<file path="src/rtl/sync_fifo_pkg.sv">
// Shared helpers for the single-clock FIFO: count width and parameter legality.
package sync_fifo_pkg;

  // Occupancy runs 0..Depth inclusive, so one bit more than the address.
  function automatic int count_width(input int depth);
    return $clog2(depth) + 1;
  endfunction

  function automatic bit is_pow2(input int value);
    return (value >= 2) && ((value & (value - 1)) == 0);
  endfunction

  // Legal configurations: non-zero width, power-of-2 depth,
  // almost-full threshold in 1..Depth, almost-empty threshold in 0..Depth-1.
  function automatic bit params_ok(input int width, input int depth,
                                   input int af_thresh, input int ae_thresh);
    return (width >= 1) && is_pow2(depth) &&
           (af_thresh >= 1) && (af_thresh <= depth) &&
           (ae_thresh >= 0) && (ae_thresh <= depth - 1);
  endfunction

endpackage

</file>
<file path="src/rtl/fifo_ptr.sv">
// Wrapping FIFO pointer: increments modulo 2**AddrWidth, synchronous clear.
module fifo_ptr #(
  parameter int AddrWidth = 4
) (
  input  logic                 clk,
  input  logic                 rst_n,
  input  logic                 clr,
  input  logic                 inc,
  output logic [AddrWidth-1:0] ptr
);

  // Clear wins over increment so a flush always lands both pointers on 0.
  always_ff @(posedge clk or negedge rst_n) begin
    if (!rst_n) begin
      ptr <= '0;
    end else if (clr) begin
      ptr <= '0;
    end else if (inc) begin
      ptr <= ptr + 1'b1;
    end
  end

endmodule

</file>
<file path="src/rtl/sync_fifo.sv">
// Single-clock show-ahead FIFO with occupancy count, programmable
// almost-full/almost-empty flags, synchronous flush, full+read pass-through
// and sticky overflow/underflow flags.
module sync_fifo
  import sync_fifo_pkg::*;
#(
  parameter int Width             = 12,
  parameter int Depth             = 16,
  parameter int AlmostFullThresh  = Depth - 2,
  parameter int AlmostEmptyThresh = 2
) (
  input  logic                        clk,
  input  logic                        rst_n,
  input  logic                        flush,
  input  logic                        w,
  input  logic [Width-1:0]            wd,
  output logic                        wfull,
  output logic                        walmostfull,
  input  logic                        r,
  output logic [Width-1:0]            rd,
  output logic                        rempty,
  output logic                        ralmostempty,
  output logic [$clog2(Depth):0]      count,
  output logic                        overflow,
  output logic                        underflow
);

  localparam int AW = $clog2(Depth);
  localparam int CW = count_width(Depth);

  localparam logic [CW-1:0] DEPTH_C = CW'(Depth);
  localparam logic [CW-1:0] AF_C    = CW'(AlmostFullThresh);
  localparam logic [CW-1:0] AE_C    = CW'(AlmostEmptyThresh);

  if (!params_ok(Width, Depth, AlmostFullThresh, AlmostEmptyThresh)) begin : g_bad_params
    $error("sync_fifo: illegal parameters (Depth must be a power of 2 >= 2, thresholds in range)");
  end

  logic [Width-1:0] mem [Depth];
  logic [AW-1:0]    waddr;
  logic [AW-1:0]    raddr;
  logic             wacc;
  logic             racc;

  // Accept decode; a flush cycle accepts nothing. At full, a simultaneous
  // read frees the head slot so the write is taken as well.
  always_comb begin
    wacc = w & (~wfull | r) & ~flush;
    racc = r & ~rempty & ~flush;
  end

  fifo_ptr #(.AddrWidth(AW)) u_wptr (
    .clk   (clk),
    .rst_n (rst_n),
    .clr   (flush),
    .inc   (wacc),
    .ptr   (waddr)
  );

  fifo_ptr #(.AddrWidth(AW)) u_rptr (
    .clk   (clk),
    .rst_n (rst_n),
    .clr   (flush),
    .inc   (racc),
    .ptr   (raddr)
  );

  // Storage array; deliberately unreset so it maps to distributed RAM.
  // On a full pass-through waddr == raddr, so the new word lands in the
  // slot the head is leaving and becomes the tail.
  always_ff @(posedge clk) begin
    if (wacc) begin
      mem[waddr] <= wd;
    end
  end

  // Show-ahead read straight from the array.
  always_comb begin
    rd = mem[raddr];
  end

  // Occupancy register; full/empty come from here, not from pointer compare.
  always_ff @(posedge clk or negedge rst_n) begin
    if (!rst_n) begin
      count <= '0;
    end else if (flush) begin
      count <= '0;
    end else if (wacc && !racc) begin
      count <= count + 1'b1;
    end else if (racc && !wacc) begin
      count <= count - 1'b1;
    end
  end

  // Status flags decoded from the registered count.
  always_comb begin
    rempty       = (count == '0);
    wfull        = (count == DEPTH_C);
    walmostfull  = (count >= AF_C);
    ralmostempty = (count <= AE_C);
  end

  // Sticky error flags; only flush or reset clears them.
  always_ff @(posedge clk or negedge rst_n) begin
    if (!rst_n) begin
      overflow  <= 1'b0;
      underflow <= 1'b0;
    end else if (flush) begin
      overflow  <= 1'b0;
      underflow <= 1'b0;
    end else begin
      if (w && wfull && !r) begin
        overflow <= 1'b1;
      end
      if (r && rempty) begin
        underflow <= 1'b1;
      end
    end
  end

endmodule

</file>
<file path="config.mk">
export PLATFORM = sky130hd
export DESIGN_NAME = sync_fifo
export DESIGN_NICKNAME = d
export VERILOG_FILES = /design/src/rtl/sync_fifo_pkg.sv /design/src/rtl/fifo_ptr.sv /design/src/rtl/sync_fifo.sv
export SDC_FILE = /design/constraint.sdc
export NUM_CORES = 1
export LEC_CHECK = 0
export CAP_MARGIN = 20
export CORE_MARGIN = 1
export CORE_UTILIZATION = 62
export CTS_BUF_LIST = sky130_fd_sc_hd__clkbuf_8
export DETAILED_ROUTE_END_ITERATION = 16
export PLACE_DENSITY = 0.84
export SETUP_SLACK_MARGIN = 0.1
export SLEW_MARGIN = 15
export SYNTH_ARGS = -nofsm -noshare
export SYNTH_HDL_FRONTEND = slang
export SYNTH_SLANG_ARGS = --single-unit
export TNS_END_PERCENT = 5
</file>
<file path="constraint.sdc">
create_clock -name clk -period 3.8 [get_ports clk]
set_clock_uncertainty 0.15 [all_clocks]
set_input_delay 0.57 -clock clk [delete_from_list [all_inputs] [get_ports clk]]
set_output_delay 0.57 -clock clk [all_outputs]
set_load 0.005 [all_outputs]
</file>
==> results of run 1 <==
==> Yosys cell counts, types with 2 or more instances <==
library cell and instances:
inv_1 8, clkbuf_1 11, xor2_1 4, nor2_1 31
nand3_1 10, nor3_1 2, xnor2_1 3, a311oi_1 2
buf_2 7, dfrtp_1 15, or3_1 2, a211oi_1 2
a21o_1 2, nand2_1 6, o211ai_4 2, ha_1 9
mux4_2 60, a31oi_1 3, a21oi_1 6, mux2i_1 3
edfxtp_1 192, o21ai_0 2
==> logic make-up after synthesis <==
family / count (synthesis)
flops: 207
mux: 64
simple gates: 53
compound gates: 30
buf+inv: 28
fa+ha+maj: 10
xor+xnor: 7
==> flip-flops by register name, summed over array words and instances (netlist names) <==
| name | flops |
|---|---|
| mem | 192 |
| count | 5 |
| u_rptr.ptr | 4 |
| u_wptr.ptr | 4 |
| overflow | 1 |
| underflow | 1 |
==> power breakdown <==
part / internal (mW) / switching, mW / leakage (nW)
sequential: 2.56 / 0.101 / 1.93
clock: 0.883 / 0.781 / 0.356
combinational: 0.855 / 0.676 / 0.973
==> path summary, 6_finish.rpt <==
path,from,end,depth (start not counted)
min in group clk,underflow,underflow,2
worst min-delay path,rst_n,count[2],1
worst max register to register,count[1],count[4],7
worst min register to register,underflow,underflow,2
worst max-delay path,u_rptr.ptr[0],rd[5],4
max in group asynchronous,rst_n,u_rptr.ptr[0],1
==> critical path, delay by kind of cell (launching register included) <==
| kind | cells | cell delay, ns |
|---|---|---|
| muxes | 2 | 1.04 |
| DFF | 1 | 0.47 |
| buffers and inverters | 2 | 0.71 |
==> layout by cell type, fill, tap and decap left out, drive strengths merged, types with 2 or more instances in the layout <==
cell type / n
edfxtp: 192
a211oi: 2
or3: 2
a31oi: 3
mux4: 60
ha: 9
xnor2: 3
nor2: 31
buf: 41
nand3: 10
xor2: 4
clkinv: 6
a311oi: 2
nand2: 6
mux2i: 3
a21o: 2
clkdlybuf4s50: 39
inv: 24
a21oi: 6
o211ai: 3
o21ai: 3
nor3: 2
dfrtp: 15
clkbuf: 34
==> layout make-up <==
type / count / area (um^2) / area share, %
repair buffers: 80 / 711 / 7.28
well taps: 176 / 220 / 2.25
inverters: 8 / 30.0 / 0.307
clock inverters: 23 / 114 / 1.17
flip-flops and latches: 207 / 6150 / 62.9
multi-input cells: 164 / 2080 / 21.3
clock buffers: 34 / 468 / 4.79
==> through the flow <==
step | power [mW] | setup WS (ns) | hold slack [ns] | std cells
2_1_floorplan | 3.70 | 0.975 | 0.124 | 399
3_3_place_gp | 4.17 | 0.700 | 0.329 | 633
3_5_place_dp | 4.21 | 0.670 | 0.341 | 633
4_1_cts | 5.90 | 0.280 | 0.296 | 692
5_1_grt | 6.11 | 0.241 | 0.345 | 692
6_report | 5.85 | 0.317 | 0.285 | 692
==> layer usage <==
layer | GRT usage [%] | wire [um] | vias up
met1 | 34.7 | 6460 | 2190
met2 | 42.9 | 8840 | 196
met5 | 0 | 0 | -
met3 | 5.14 | 1110 | 36
met4 | 9.78 | 433 | 0
li1 | - | - | 1848
==> flow_summary.ini, run 1 <==
[run_status]
outcome = finished, final reports clean

[routing]
via_per_inst = 6.17
drt_iter0_markers = 362
drcViolationCount = 0
drt-total-wl_mm = 16.8
drt_pass1_iterations = 4
wl_per_cell_um = 24.3
drtAntennaViolNets = 0
vias = 4270

[logic_synthesis]
synth_top_area_cell = edfxtp_1
ys.flop_type = edfxtp_1
synth_warnings = 0
synth_top_family_by_area = multiplexers
synth_mux_area_share_pct = 16.7
postSynthNetCount = 426
synth_edf_count = 192
synth_compound_area_share_pct = 3.21
synthSimpleGateAreaFrac_pct = 2.70
syn-mean-instance-area_um2 = 20.9
synth_cell_type_count = 39
synth_seq_cells = 207
synthAdderAreaFrac_pct = 1.59
synth.top_cell.area_share_pct = 69.1
async_flop_share_pct = 7.25
seq_area_frac_synth_pct = 73.6
synthesis.area_um2 = 8340
yosys-top-cells-area = edfxtp_1, mux4_2, dfrtp_1
synthXorXnorAreaFrac_pct = 0.735
synth_cells = 399

[cts]
numCtsBuffers = 31
insertion_delay_ns = 0.54
cts.reportedPaths.clkPinSlew_ns = 0.07
htree_levels = 1
cts_resized = 0
cts_setup_buffers = 2
cts_sinks = 207
cts_hold_buf = 0
cts_tree = built
ctsLongestPathBuffers = 3
cts-root-buf = clkbuf_8

[timing]
rsz0062_at_grt = no
max_slew_margin_pct = 36.0
hold_violations = 0
drv_slew = 0
setup_tns_ns = 0
finalSetupViolCount = 0
max_freq_mhz = 287
fin_crit_sh_pct = 91.7
worst_pin_slew_ns = 0.957
min_period_ns = 3.48

[flow_run]
maxCapViolations = 0

[die]
core-area_um2 = 13200
initial_core_util_pct = 63.2
die_area_um2 = 13900
num_rows = 42
die_height_um = 118
dieWidth_um = 118
ios = 40

[setup_path]
worstPathArrival_ns = 2.76
cpPeakStageDelay_ns = 0.54
crit_type = reg2out
rrSetupSlack_ns = 0.59
path_cells = buf_12 > mux4_2 > mux4_2 > clkdlybuf4s50_1
worstPathRequired_ns = 3.08
cp_common_cell = mux4_2
crit_path_end_kind = output pin
cp_slowest_cell = mux4_2
cp-start-kind = flop
cp_max_fo = 22

[placed_design]
portBuffers = 39
dpl_cell_area_um2 = 9170
gp_congestion = 0.837
hpwl_mm = 10.7

[cells_and_area]
final_util_pct = 74.1
fillCellCount = 713
drive_above_1_share_pct = 28.1
fin_area_um2 = 9770
diodes = 0
final_nets = 519
syn_to_final_growth_pct = 17.1

[pwr]
power_leakage_nw = 3.26
irDropWorstVdd_v = 0.000384
power.density_nw_per_um2 = 599

[global_route]
grt_pass1_vias = 4644
grt_pass1_wl_mm = 26.4
antenna_found_initial = 0
grt_overflow_total = 0
grt_max_degree = 34
grtUsageTotal_pct = 26.0

[hold_path]
hp-class = in2async
Note: power is estimated with default switching activity, not from simulation.
==> run 2: changes to the inputs <==
CORE_UTILIZATION = 60   (was 62)
CTS_BUF_LIST = default   (was sky130_fd_sc_hd__clkbuf_8)
PLACE_DENSITY = 0.81   (was 0.84)
TNS_END_PERCENT = 50   (was 5)
==> run 2 against run 1 <==
  * Sequential share of layout area shrank 0.74 points
  * Hold slack gained 0.065 ns
  * Via count increased by 0.12%
  * Critical path type unchanged
  * Clock-buffer cell count is 9 lower
  * Largest power group unchanged
  * Non-clock buffer count decreased by 1
==> flow_summary.ini, run 2 (synthesis results as in run 1) <==
[timing]
min_period_ns = 3.58
rsz0062_at_grt = no
finalSetupViolCount = 0
fin_crit_sh_pct = 94.2
worst_pin_slew_ns = 0.888
setup_tns_ns = 0
hold_violations = 0
max_slew_margin_pct = 40.8
timing.hold.ws_ns = 0.350
max_freq_mhz = 279
drv_slew = 0

[cells_and_area]
drive_above_1_share_pct = 27.7
reg.largest.list = mem: 192 flops, count: 5 flops
largest_reg_flops = 192
regArea_um2 = 6150
final_util_pct = 73.8
fillCellCount = 760
multi_input_area_um2 = 2080
syn_to_final_growth_pct = 18.5
final_common_cell = edfxtp_1
diodes = 0
final_nets = 508
final_cell_mix = edfxtp_1, mux4_2, clkdlybuf4s50_1, buf_4, nor2_1
largest-register = mem

[pwr]
p_total_mw = 6.25
irDropWorstVdd_v = 0.000507
power.density_nw_per_um2 = 632
power_leakage_nw = 3.23

[setup_path]
cp-start-kind = flop
crit_path_end_kind = output pin
worstPathRequired_ns = 3.08
worstRegToRegCells = 7
cp_max_fo = 27
worstPathArrival_ns = 2.86
rr_startpoint = count[1]
rrSetupSlack_ns = 0.58
rr_endpoint = count[4]
crit_type = reg2out

[routing]
vias = 4275
drt_iter0_markers = 481
wl_per_cell_um = 26.5
drt-total-wl_mm = 17.8
drcViolationCount = 0
drtAntennaViolNets = 0
drt_pass1_iterations = 4
via_per_inst = 6.38

[flow_run]
maxCapViolations = 0

[placed_design]
portBuffers = 39
hpwl_mm = 10.7
gp_congestion = 0.845

[die]
die_height_um = 120
dieWidth_um = 120
num_rows = 42
core-area_um2 = 13400
initial_core_util_pct = 62.3
die_area_um2 = 14400
ios = 40

[cts]
numCtsBuffers = 21
cts_sinks = 207
htree_levels = 1
cts.reportedPaths.clkPinSlew_ns = 0.06
cts-root-buf = clkbuf_16
cts_resized = 0
insertion_delay_ns = 0.49
cts_tree = built
ctsLongestPathBuffers = 3

[global_route]
antenna_found_initial = 0
grt_max_degree = 28
grtUsageTotal_pct = 26.8
grt_overflow_total = 0
grt_pass1_wl_mm = 27.2
grt_pass1_vias = 4458

[hold_path]
hp-class = in2async

[run_status]
outcome = finished, final reports clean
-- run 2: changes by cell type in the layout (fill, tap and decap cells not counted), sizes merged --
cell      before  now
inv           24   10
buf           41   40
clkbuf        34   25
bufinv         1    3
clkinvlp       0    1
clkinv         6    5
-- run 2: stage by stage --
stage | cell area [um^2] | cells | setup WS, ns
global placement | 9180 | 633 | 0.647
floorplan | 8340 | 399 | 0.975
global route | 9880 | 670 | 0.125
detailed placement | 9180 | 633 | 0.585
CTS | 9880 | 670 | 0.208
finish | 9880 | 670 | 0.219
-- run 2: what timing repair did --
item	in CTS	in global routing
hold buffers	0	0
setup buffers	1	0
setup endpoints to repair	3	0
-- run 2: worst max-delay path by stage --
stage,from,endpoint,slack [ns]
6_report,u_rptr.ptr[1],rd[9],0.22
4_1_cts,u_rptr.ptr[1],rd[9],0.21
2_1_floorplan,count[1],count[1],0.97
3_3_place_gp,w,mem[1][3],0.65
5_1_grt,u_rptr.ptr[1],rd[9],0.12
3_5_place_dp,w,mem[1][3],0.58
-- run 2: power breakdown --
group          internal [mW]  switching [mW]
combinational          0.867           0.660
clock                   1.22           0.815
sequential              2.56           0.128
total                   4.65            1.60
-- run 2: final cells by class --
| type | instances | share of cell area (%) |
|---|---|---|
| clock buffers | 25 | 5.47 |
| repair buffers | 79 | 7.37 |
| well taps | 176 | 2.23 |
| flip-flops and latches | 207 | 62.2 |
| multi-input cells | 164 | 21.0 |
| inverters | 8 | 0.304 |
| clock inverters | 11 | 1.42 |
-- run 2: critical path, cell delays in order, from the launching register on --
cell	delay (ns)
dfrtp_2	0.56
buf_4	0.42
mux4_2	0.39
mux4_2	0.48
clkdlybuf4s50_1	0.48
-- run 2: metal layers --
layer / global-route usage [%] / part of all wire, %
met1: 34.5 / 37
met2: 45.8 / 53
met3: 5.32 / 7.4
met4: 9.30 / 2.6
met5: 0 / 0
==> run 3: changes to the inputs <==
SLEW_MARGIN = default   (was 15)
==> results of run 3 <==
Final layout, timing and power as in run 2 (identical DEF).
